==> src/rtl/sram_stream_ctrl.sv <==
// Streams len words between a valid/ready port and a 1-cycle-read single-port SRAM (LOAD writes, DUMP reads).
// LOAD writes combinationally on handshake; DUMP data appears 2 cycles after the read issue and a 3-entry FIFO absorbs i_out_ready stalls.
module sram_stream_ctrl #(
  parameter int WIDTH      = 16,
  parameter int ADDR_WIDTH = 4
) (
  input  logic                  i_clk,
  input  logic                  i_rst,
  input  logic                  i_start,
  input  logic                  i_mode,
  input  logic [ADDR_WIDTH-1:0] i_base_addr,
  input  logic [ADDR_WIDTH:0]   i_len,
  output logic                  o_busy,
  output logic                  o_done,
  input  logic [WIDTH-1:0]      i_in_data,
  input  logic                  i_in_valid,
  output logic                  o_in_ready,
  output logic [WIDTH-1:0]      o_out_data,
  output logic                  o_out_valid,
  input  logic                  i_out_ready,
  output logic                  o_ce_N,
  output logic                  o_rdWr_N,
  output logic [ADDR_WIDTH-1:0] o_ramAddr,
  output logic [WIDTH-1:0]      o_ramData,
  input  logic [WIDTH-1:0]      i_ramData
);

  typedef enum logic [1:0] {S_IDLE, S_LOAD, S_DUMP, S_DONE} state_e;

  localparam logic [ADDR_WIDTH:0] CNT_ONE = 1;

  state_e                  state_q, state_d;
  logic [ADDR_WIDTH-1:0]   base_q, base_d;
  logic [ADDR_WIDTH:0]     len_q, len_d;
  logic [ADDR_WIDTH:0]     cnt_q, cnt_d;
  logic [ADDR_WIDTH:0]     pop_cnt_q, pop_cnt_d;
  logic                    rd_pend_q, rd_pend_d;
  logic [WIDTH-1:0]        fifo_q [3];
  logic [WIDTH-1:0]        fifo_d [3];
  logic [1:0]              wr_ptr_q, wr_ptr_d;
  logic [1:0]              rd_ptr_q, rd_ptr_d;
  logic [1:0]              fifo_cnt_q, fifo_cnt_d;

  logic                    load_hs, rd_issue, push, pop;
  logic [1:0]              occ;
  logic [ADDR_WIDTH-1:0]   acc_addr;

  function automatic logic [1:0] ptr_inc(input logic [1:0] p);
    return (p == 2'd2) ? 2'd0 : p + 2'd1;
  endfunction

  always_ff @(posedge i_clk) begin
    if (i_rst) begin
      state_q    <= S_IDLE;
      base_q     <= '0;
      len_q      <= '0;
      cnt_q      <= '0;
      pop_cnt_q  <= '0;
      rd_pend_q  <= 1'b0;
      fifo_q     <= '{default: '0};
      wr_ptr_q   <= '0;
      rd_ptr_q   <= '0;
      fifo_cnt_q <= '0;
    end else begin
      state_q    <= state_d;
      base_q     <= base_d;
      len_q      <= len_d;
      cnt_q      <= cnt_d;
      pop_cnt_q  <= pop_cnt_d;
      rd_pend_q  <= rd_pend_d;
      fifo_q     <= fifo_d;
      wr_ptr_q   <= wr_ptr_d;
      rd_ptr_q   <= rd_ptr_d;
      fifo_cnt_q <= fifo_cnt_d;
    end
  end

  // Pending read counts against FIFO space so its data always has a slot when it lands.
  always_comb begin
    occ      = fifo_cnt_q + {1'b0, rd_pend_q};
    acc_addr = base_q + cnt_q[ADDR_WIDTH-1:0];
    load_hs  = (state_q == S_LOAD) && i_in_valid && !i_rst;
    rd_issue = (state_q == S_DUMP) && !i_rst && (cnt_q != len_q) && (occ < 2'd3);
    push     = rd_pend_q;
    pop      = (fifo_cnt_q != 2'd0) && i_out_ready;
  end

  always_comb begin
    state_d   = state_q;
    base_d    = base_q;
    len_d     = len_q;
    cnt_d     = cnt_q;
    pop_cnt_d = pop_cnt_q;
    case (state_q)
      S_IDLE: begin
        if (i_start) begin
          base_d    = i_base_addr;
          len_d     = i_len;
          cnt_d     = '0;
          pop_cnt_d = '0;
          if (i_len == '0)  state_d = S_DONE;
          else if (i_mode)  state_d = S_DUMP;
          else              state_d = S_LOAD;
        end
      end
      S_LOAD: begin
        if (load_hs) begin
          cnt_d = cnt_q + CNT_ONE;
          if (cnt_d == len_q) state_d = S_DONE;
        end
      end
      S_DUMP: begin
        if (rd_issue) cnt_d = cnt_q + CNT_ONE;
        if (pop) begin
          pop_cnt_d = pop_cnt_q + CNT_ONE;
          if (pop_cnt_d == len_q) state_d = S_DONE;
        end
      end
      S_DONE:  state_d = S_IDLE;
      default: state_d = S_IDLE;
    endcase
  end

  always_comb begin
    fifo_d     = fifo_q;
    wr_ptr_d   = wr_ptr_q;
    rd_ptr_d   = rd_ptr_q;
    fifo_cnt_d = fifo_cnt_q;
    rd_pend_d  = rd_issue;
    if (push) begin
      fifo_d[wr_ptr_q] = i_ramData;
      wr_ptr_d         = ptr_inc(wr_ptr_q);
    end
    if (pop) rd_ptr_d = ptr_inc(rd_ptr_q);
    case ({push, pop})
      2'b10:   fifo_cnt_d = fifo_cnt_q + 2'd1;
      2'b01:   fifo_cnt_d = fifo_cnt_q - 2'd1;
      default: fifo_cnt_d = fifo_cnt_q;
    endcase
  end

  always_comb begin
    o_busy      = (state_q == S_LOAD) || (state_q == S_DUMP);
    o_done      = (state_q == S_DONE);
    o_in_ready  = (state_q == S_LOAD);
    o_out_valid = (fifo_cnt_q != 2'd0);
    o_out_data  = fifo_q[rd_ptr_q];
    o_ce_N      = !(load_hs || rd_issue);
    o_rdWr_N    = !load_hs;
    o_ramAddr   = (load_hs || rd_issue) ? acc_addr : '0;
    o_ramData   = load_hs ? i_in_data : '0;
  end

endmodule

==> config.mk <==
export PLATFORM = sky130hd
export DESIGN_NAME = sram_stream_ctrl
export DESIGN_NICKNAME = d
export VERILOG_FILES = /design/src/rtl/sram_stream_ctrl.sv
export SDC_FILE = /design/constraint.sdc
export NUM_CORES = 1
export LEC_CHECK = 0
export ABC_AREA = 1
export CORE_MARGIN = 2
export CORE_UTILIZATION = 40
export DETAILED_ROUTE_END_ITERATION = 8
export DONT_BUFFER_PORTS = 1
export GPL_TIMING_DRIVEN = 1
export PLACE_DENSITY_LB_ADDON = 0.3
export SYNTH_ARGS = -nofsm -noshare
export SYNTH_HDL_FRONTEND = slang
export SYNTH_SLANG_ARGS = --single-unit
==> constraint.sdc <==
create_clock -name i_clk -period 1.5 [get_ports i_clk]
set_input_delay 0.15 -clock i_clk [delete_from_list [all_inputs] [get_ports i_clk]]
set_output_delay 0.15 -clock i_clk [all_outputs]
set_load 0.005 [all_outputs]
==> results.json, run 1 <==
{
  "grt_overflow": 0,
  "synth_area_mm2": 0.00382,
  "layout_min_cycle_time_ps": 1830,
  "viasPerCell": 5.02,
  "drc": 0,
  "register_area_mm2": 0.00154,
  "required_ps": 1350,
  "violations": "negative setup slack",
  "grtUsageMet2_pct": 35.3,
  "clock_sinks": 76,
  "critPathKind": "reg2out",
  "yosysWarnings": 0,
  "tightest_slew_ps": 565,
  "numPortBuffers": 0,
  "grt.met1_usage_pct": 24.9,
  "worstPathMaxFanout": 5,
  "antenna_found_initial": 0,
  "rsz0062_at_grt": "yes",
  "fin_nets": 674,
  "timing.fmax_mhz": 547,
  "firstDrtPassIters": 4,
  "io_pins": 89,
  "cts_tree": "built",
  "place_congestion": 0.924,
  "coreArea_mm2": 0.00924,
  "drive_above_1_share_pct": 21.8,
  "final_max_slew_viol_count": 0,
  "use_met3_pct": 5.66,
  "setup_tns_ps": -2690,
  "maxCapViolCount": 0,
  "busiest_layer": "met2",
  "finalCritPeriodShare_pct": 122,
  "grt_pass1_vias": 3557,
  "whs_ps": 11.9,
  "hold_violations": 0,
  "area_growth_syn_to_layout_pct": 29.5,
  "worst_skew_pair.late_latency_ps": 350,
  "finalPower_uw": 8150,
  "multi_input_area_mm2": 0.00217,
  "hold_path_end": "fifo_q[25]",
  "rows": 35,
  "crit_path_end_kind": "output pin",
  "initial_utilization_pct": 41.3,
  "grt_pass1_wl_um": 16600,
  "clockRootBuffer": "clkbuf_8",
  "timing.rr.end": "state_q[1]",
  "drt_iter0_drc": 104,
  "grt_use_total_pct": 20.2,
  "syn-num-nets": 620,
  "hold_class": "in2reg",
  "wl_per_cell_um": 14.1,
  "utilization_pct": 53.6,
  "r2r_cells": 10,
  "ant_nets": 0,
  "max-slew-margin-rel_pct": 62.3,
  "fillCellCount": 905,
  "fin_ws_ps": -329,
  "power_leakage_uw": 0.00207,
  "min_path_cells": 2,
  "worstReg2RegStart": "state_q[0]",
  "vdd_drop_max_mv": 0.825,
  "die_h_um": 102,
  "finalNonFillerCells": 749,
  "post-dp-hpwl_um": 6890,
  "fp.dieW_um": 102,
  "dp.cells": 704,
  "grt_max_degree": 66,
  "cts_buffers": 9,
  "syn_inst": 561,
  "routed_wl_um": 10500,
  "reg2reg_slack_ps": -110,
  "setup_viol": 27,
  "ys_seq_area_share_pct": 39.8,
  "startpoint_type": "flop",
  "status": "complete, but fails checks",
  "ys_types": 32,
  "synth.avg_cell_area_um2": 6.81,
  "min_from": "i_ramData[9]",
  "power.density_mw_per_mm2": 1650,
  "ys_ff_latch": 76,
  "num_vias": 3757,
  "die_area_mm2": 0.0103,
  "clk_path_buf_depth": 2,
  "h-tree-depth": 3,
  "finClkSkew_ps": 12.0,
  "diodes": 0,
  "crit_arrival_ps": 1680,
  "cts.reportedPaths.clkPinSlew_ps": 80
}
-- state kept, by name, summed over array words and instances (netlist names) --
name        cells
push            1
base_q          4
pop_cnt_q       5
fifo_cnt_q      2
state_q         2
wr_ptr_q        2
len_q           5
rd_ptr_q        2
cnt_q           5
fifo_q         48
-- cell usage in the layout (no fill, tap or decap), drive strengths merged --
| cell type | n |
|---|---|
| dfxtp | 76 |
| inv | 73 |
| nand3 | 21 |
| clkinv | 3 |
| a31oi | 1 |
| fa | 1 |
| xnor2 | 3 |
| clkinvlp | 2 |
| nor2 | 116 |
| xor2 | 4 |
| dlygate4sd3 | 21 |
| nand2 | 104 |
| a22oi | 1 |
| a21oi | 41 |
| clkbuf | 10 |
| bufinv | 1 |
| a211oi | 1 |
| o211ai | 16 |
| o21ai | 66 |
| ha | 11 |
| o22ai | 1 |
| nor3 | 2 |
| nand4 | 3 |
| buf | 42 |
-- power by group --
| part | internal [µW] | switching (µW) |
|---|---|---|
| clock network | 825 | 789 |
| registers | 2390 | 266 |
| logic | 1630 | 2260 |
| total | 4840 | 3310 |
-- worst max-delay path by stage --
stage,from,end,slack (ps)
3_5_place_dp,state_q[0],pop_cnt_q[3],-70
6_report,fifo_cnt_q[0],o_ce_N,-330
3_3_place_gp,push,o_ce_N,-20
5_1_grt,push,o_ce_N,-440
2_1_floorplan,cnt_q[0],state_q[0],20
4_1_cts,fifo_cnt_q[0],o_ce_N,-310
-- what timing repair did --
item                                   CTS  global route
buffers inserted                         2             5
pin swaps                                5             5
hold buffers                            21             0
resized for setup                       25            66
endpoints found under the hold margin   57             0
setup endpoints to repair               35            51
gates cloned                             0             1
-- logic make-up (layout without fill, tap and decap cells) --
group	count (synthesis)	in the layout	synth area share, %
buffers and inverters	93	152	9.24
XOR/XNOR	7	7	1.61
AO/OA/AOI/OAI	127	127	18.6
AND/OR/NAND/NOR	246	246	26.6
flip-flops	76	76	39.8
adder cells (fa/ha/maj)	12	12	4.13
-- metrics by stage --
stage / setup WS, ps / cell area [µm²]
5_1_grt: -439 / 4950
3_5_place_dp: -71.5 / 4190
6_report: -329 / 4950
3_3_place_gp: -21.2 / 4190
4_1_cts: -309 / 4690
2_1_floorplan: 21.7 / 3820
-- critical path: stages (launching register included) --
cell,delay (ps)
dfxtp_4,360
ha_4,150
xor2_1,120
nand2_1,100
nand2_1,100
inv_2,50
nand2_2,60
inv_2,50
a31oi_4,210
buf_6,130
-- metal layers --
metal  wire [µm]  vias to the layer above
met5           0                        -
met2        5380                       90
met1        4530                     1756
li1            -                     1905
met4          50                        0
met3         570                        6
-- synthesized netlist by cell type --
library cell,count,area share (%)
nor2_2,3,0.49
a21oi_1,39,5.1
dfxtp_1,76,40
nand2_2,1,0.16
clkbuf_1,15,1.5
nor3_4,1,0.43
o22ai_1,1,0.16
o211ai_1,16,3.1
nand4_1,3,0.49
a31oi_4,1,0.56
a21oi_2,2,0.46
o21ai_2,1,0.23
xor2_1,4,0.92
a22oi_1,1,0.20
fa_1,1,0.52
ha_1,11,3.6
clkinv_1,1,0.098
nor3_1,1,0.13
nor2_8,1,0.52
nand2_4,1,0.29
o21ai_0,62,8.1
buf_1,2,0.20
a211oi_1,1,0.20
nand3_1,20,2.6
inv_2,5,0.49
nand3_4,1,0.46
o21ai_1,3,0.39
inv_1,67,6.6
nand2_1,102,10
nor2_1,112,11
xnor2_1,3,0.69
buf_2,3,0.39
-- cell type report --
cell class,count,area share [%]
repair buffers,63,11.9
well taps,129,3.26
clock buffers,10,2.78
multi-input cells,392,43.8
inverters,73,5.59
flip-flops and latches,76,31.2
clock inverters,6,1.44
Power figures use the tool's default switching activity.
==> run 2: changes to the inputs <==
--- a/config.mk
+++ b/config.mk
@@ -5,7 +5,6 @@
 export SDC_FILE = /design/constraint.sdc
 export NUM_CORES = 1
 export LEC_CHECK = 0
-export ABC_AREA = 1
 export CORE_MARGIN = 2
 export CORE_UTILIZATION = 40
 export DETAILED_ROUTE_END_ITERATION = 8
==> results.json, run 2 <==
{
  "viasPerCell": 5.25,
  "ys_async_sr_fraction_pct": 0,
  "ys_types": 48,
  "maxCapViolCount": 0,
  "synth_top_area_share_pct": 39.6,
  "power.density_mw_per_mm2": 1180,
  "grt.met1_usage_pct": 22.0,
  "diodes": 0,
  "rows": 35,
  "finalPower_uw": 5810,
  "use_met3_pct": 5.88,
  "drt_iter0_drc": 109,
  "ant_nets": 0,
  "reg2reg_slack_ps": -290,
  "crit_chain": "ha_4 > xor2_2 > a211oi_4 > o41ai_4 > inv_2 > nor2_4 > nor2b_1",
  "vdd_drop_max_mv": 0.595,
  "drive_above_1_share_pct": 25.4,
  "post-dp-hpwl_um": 7160,
  "yosysMostFrequentCell": "nand2_1",
  "grtUsageMet2_pct": 37.1,
  "grt_max_degree": 84,
  "synth_edf_count": 0,
  "synthTopCellsByArea": "dfxtp_1 (40%), nand2_1 (14%), a21oi_1 (9.0%), mux2i_1 (5.2%), ha_1 (3.6%)",
  "grt_pass1_wl_um": 16400,
  "hold_path_end": "len_q[2]",
  "synth_simple_gate_area_share_pct": 25.5,
  "cp_top_family": "compound AO/OA/AOI/OAI gates",
  "crit_buf_inv": 1,
  "io_pins": 89,
  "synthMuxAreaShare_pct": 5.50,
  "num_vias": 3597,
  "status": "complete, but fails checks",
  "synth.avg_cell_area_um2": 7.65,
  "dp.cells": 661,
  "synth_fa_ha_area_share_pct": 4.10,
  "crit_path_end_kind": "output pin",
  "drc": 0,
  "max_stage_delay_ps": 340,
  "whs_ps": -154,
  "synthXorXnorAreaFrac_pct": 4.53,
  "r2r_cells": 7,
  "hold_violations": 73,
  "fp.dieW_um": 102,
  "final_max_slew_viol_count": 0,
  "place_congestion": 0.898,
  "critPathSlowestCell": "dfxtp_2",
  "layout_common_cells": "nand2_1 (142), a21oi_1 (65), dfxtp_1 (64), buf_4 (53), o21ai_0 (22)",
  "clk_path_buf_depth": 2,
  "grt_overflow": 0,
  "clock_sinks": 76,
  "finClkSkew_ps": 15.9,
  "fin_nets": 611,
  "ys_ff_latch": 76,
  "regMostFlops": "fifo_q",
  "wl_per_cell_um": 15.5,
  "timing.rr.end": "cnt_q[0]",
  "hold_class": "in2reg",
  "worstPathMaxFanout": 5,
  "worst_skew_pair.late_latency_ps": 350,
  "power_leakage_uw": 0.00174,
  "max-slew-margin-rel_pct": 72.1,
  "post-place-ws_ps": -247,
  "routed_wl_um": 10600,
  "crit_arrival_ps": 1710,
  "initial_utilization_pct": 41.4,
  "tightest_slew_ps": 417,
  "yosysWarnings": 0,
  "clockRootBuffer": "clkbuf_8",
  "syn_inst": 502,
  "antenna_found_initial": 0,
  "worstReg2RegStart": "push",
  "rsz0062_at_grt": "yes",
  "setup_viol": 35,
  "synth_flop_cell": "dfxtp_1",
  "largest_reg_flops": 48,
  "critPathKind": "reg2out",
  "die_area_mm2": 0.0104,
  "synth_area_mm2": 0.00384,
  "setup_tns_ps": -7910,
  "layout_min_cycle_time_ps": 1860,
  "synth_top_cells_by_count": "nand2_1 (145), dfxtp_1 (76), a21oi_1 (69)",
  "die_h_um": 102,
  "final_common_cell": "nand2_1",
  "synth-compound-area-share_pct": 16.2,
  "min_path_cells": 1,
  "ys_seq_area_share_pct": 39.6,
  "grt_pass1_vias": 3498,
  "timing.fmax_mhz": 537,
  "firstDrtPassIters": 4,
  "violations": "negative hold slack, negative setup slack",
  "cts_buffers": 9,
  "required_ps": 1350,
  "h-tree-depth": 3,
  "cts_tree": "built",
  "startpoint_type": "flop",
  "grt_use_total_pct": 20.1,
  "utilization_pct": 53.1,
  "cts.reportedPaths.clkPinSlew_ps": 90,
  "numPortBuffers": 0,
  "syn-num-nets": 561,
  "synth_top_family_by_area": "simple AND/OR/NAND/NOR gates",
  "min_from": "i_rst",
  "cp_num_cells": 7,
  "finalCritPeriodShare_pct": 124,
  "fin_ws_ps": -363,
  "yosys.area.top_type": "dfxtp_1",
  "area_growth_syn_to_layout_pct": 28.4,
  "coreArea_mm2": 0.00928,
  "busiest_layer": "met2",
  "finalNonFillerCells": 685
}
run 2: cell count changes in the layout (fill, tap and decap cells not counted), moves of 23 or more:
cell	previous run	this run
a21oi_1	34	65
buf_4	30	53
inv_1	60	10
nand2_1	92	142
nor2_1	93	11
o21ai_0	59	22
run 2: worst register-to-register path: cells and delay by family, from the launching register on:
| kind | cells | cell delay, ps |
|---|---|---|
| XOR/XNOR | 1 | 160 |
| buffers and inverters | 1 | 180 |
| multiplexers | 1 | 210 |
| AO/OA/AOI/OAI | 3 | 680 |
| adder cells (fa/ha/maj) | 1 | 160 |
| flip-flops | 1 | 340 |
run 2: area by class of cell:
cell class                 instances  area (µm²)
sequential                        76        1550
inverter                          15        58.8
clock inverter                     6        65.1
clock buffer                       9         124
multi-input combinational        383        2420
tap                              129         161
fill                             869        4350
timing repair buffer              67         553
run 2: cells by family (layout without fill, tap and decap cells):
family          Yosys count  count (layout)
fa+ha+maj                12              12
xor+xnor                 19              19
compound gates          111             111
simple gates            219             220
flops                    76              76
mux                      21              21
buf+inv                  44              97
run 2: what timing repair did:
action                     in CTS  in global routing
hold endpoints to repair       75                 74
gates resized for setup        41                 18
hold buffers                    3                  1
setup buffers                   3                  3
setup endpoints to repair      51                 49
cloned                          1                  1
pin swaps                      17                 17
run 2: worst max path at each step:
stage | from | endpoint | slack (ps)
after floorplan | pop_cnt_q[0] | state_q[0] | -80
after global placement | pop_cnt_q[1] | state_q[1] | -140
after detailed placement | cnt_q[0] | state_q[1] | -250
after CTS | cnt_q[2] | o_ce_N | -390
final | push | o_ramAddr[0] | -360
after global routing | state_q[1] | o_ramAddr[0] | -450
run 2: report_power, final:
group	switching, µW	leakage [µW]	total, µW	internal, µW
Sequential	137	0.000621	2300	2160
Combinational	996	0.00102	1970	970
Clock	781	0.0000955	1540	762
Total	1910	0.00174	5810	3900
run 2: metrics by stage:
step,area (µm²),hold slack [ps]
after floorplan,3950,286
after global placement,4450,225
after detailed placement,4450,228
after CTS,4830,-172
after global routing,4930,-176
final,4930,-154
run 2: layer usage:
layer	part of all wire [%]	vias up	wire length [µm]
met3	5.8	10	613
met5	0	-	0
met1	40	1699	4230
li1	-	1769	-
met2	53	119	5620
met4	1.4	0	149
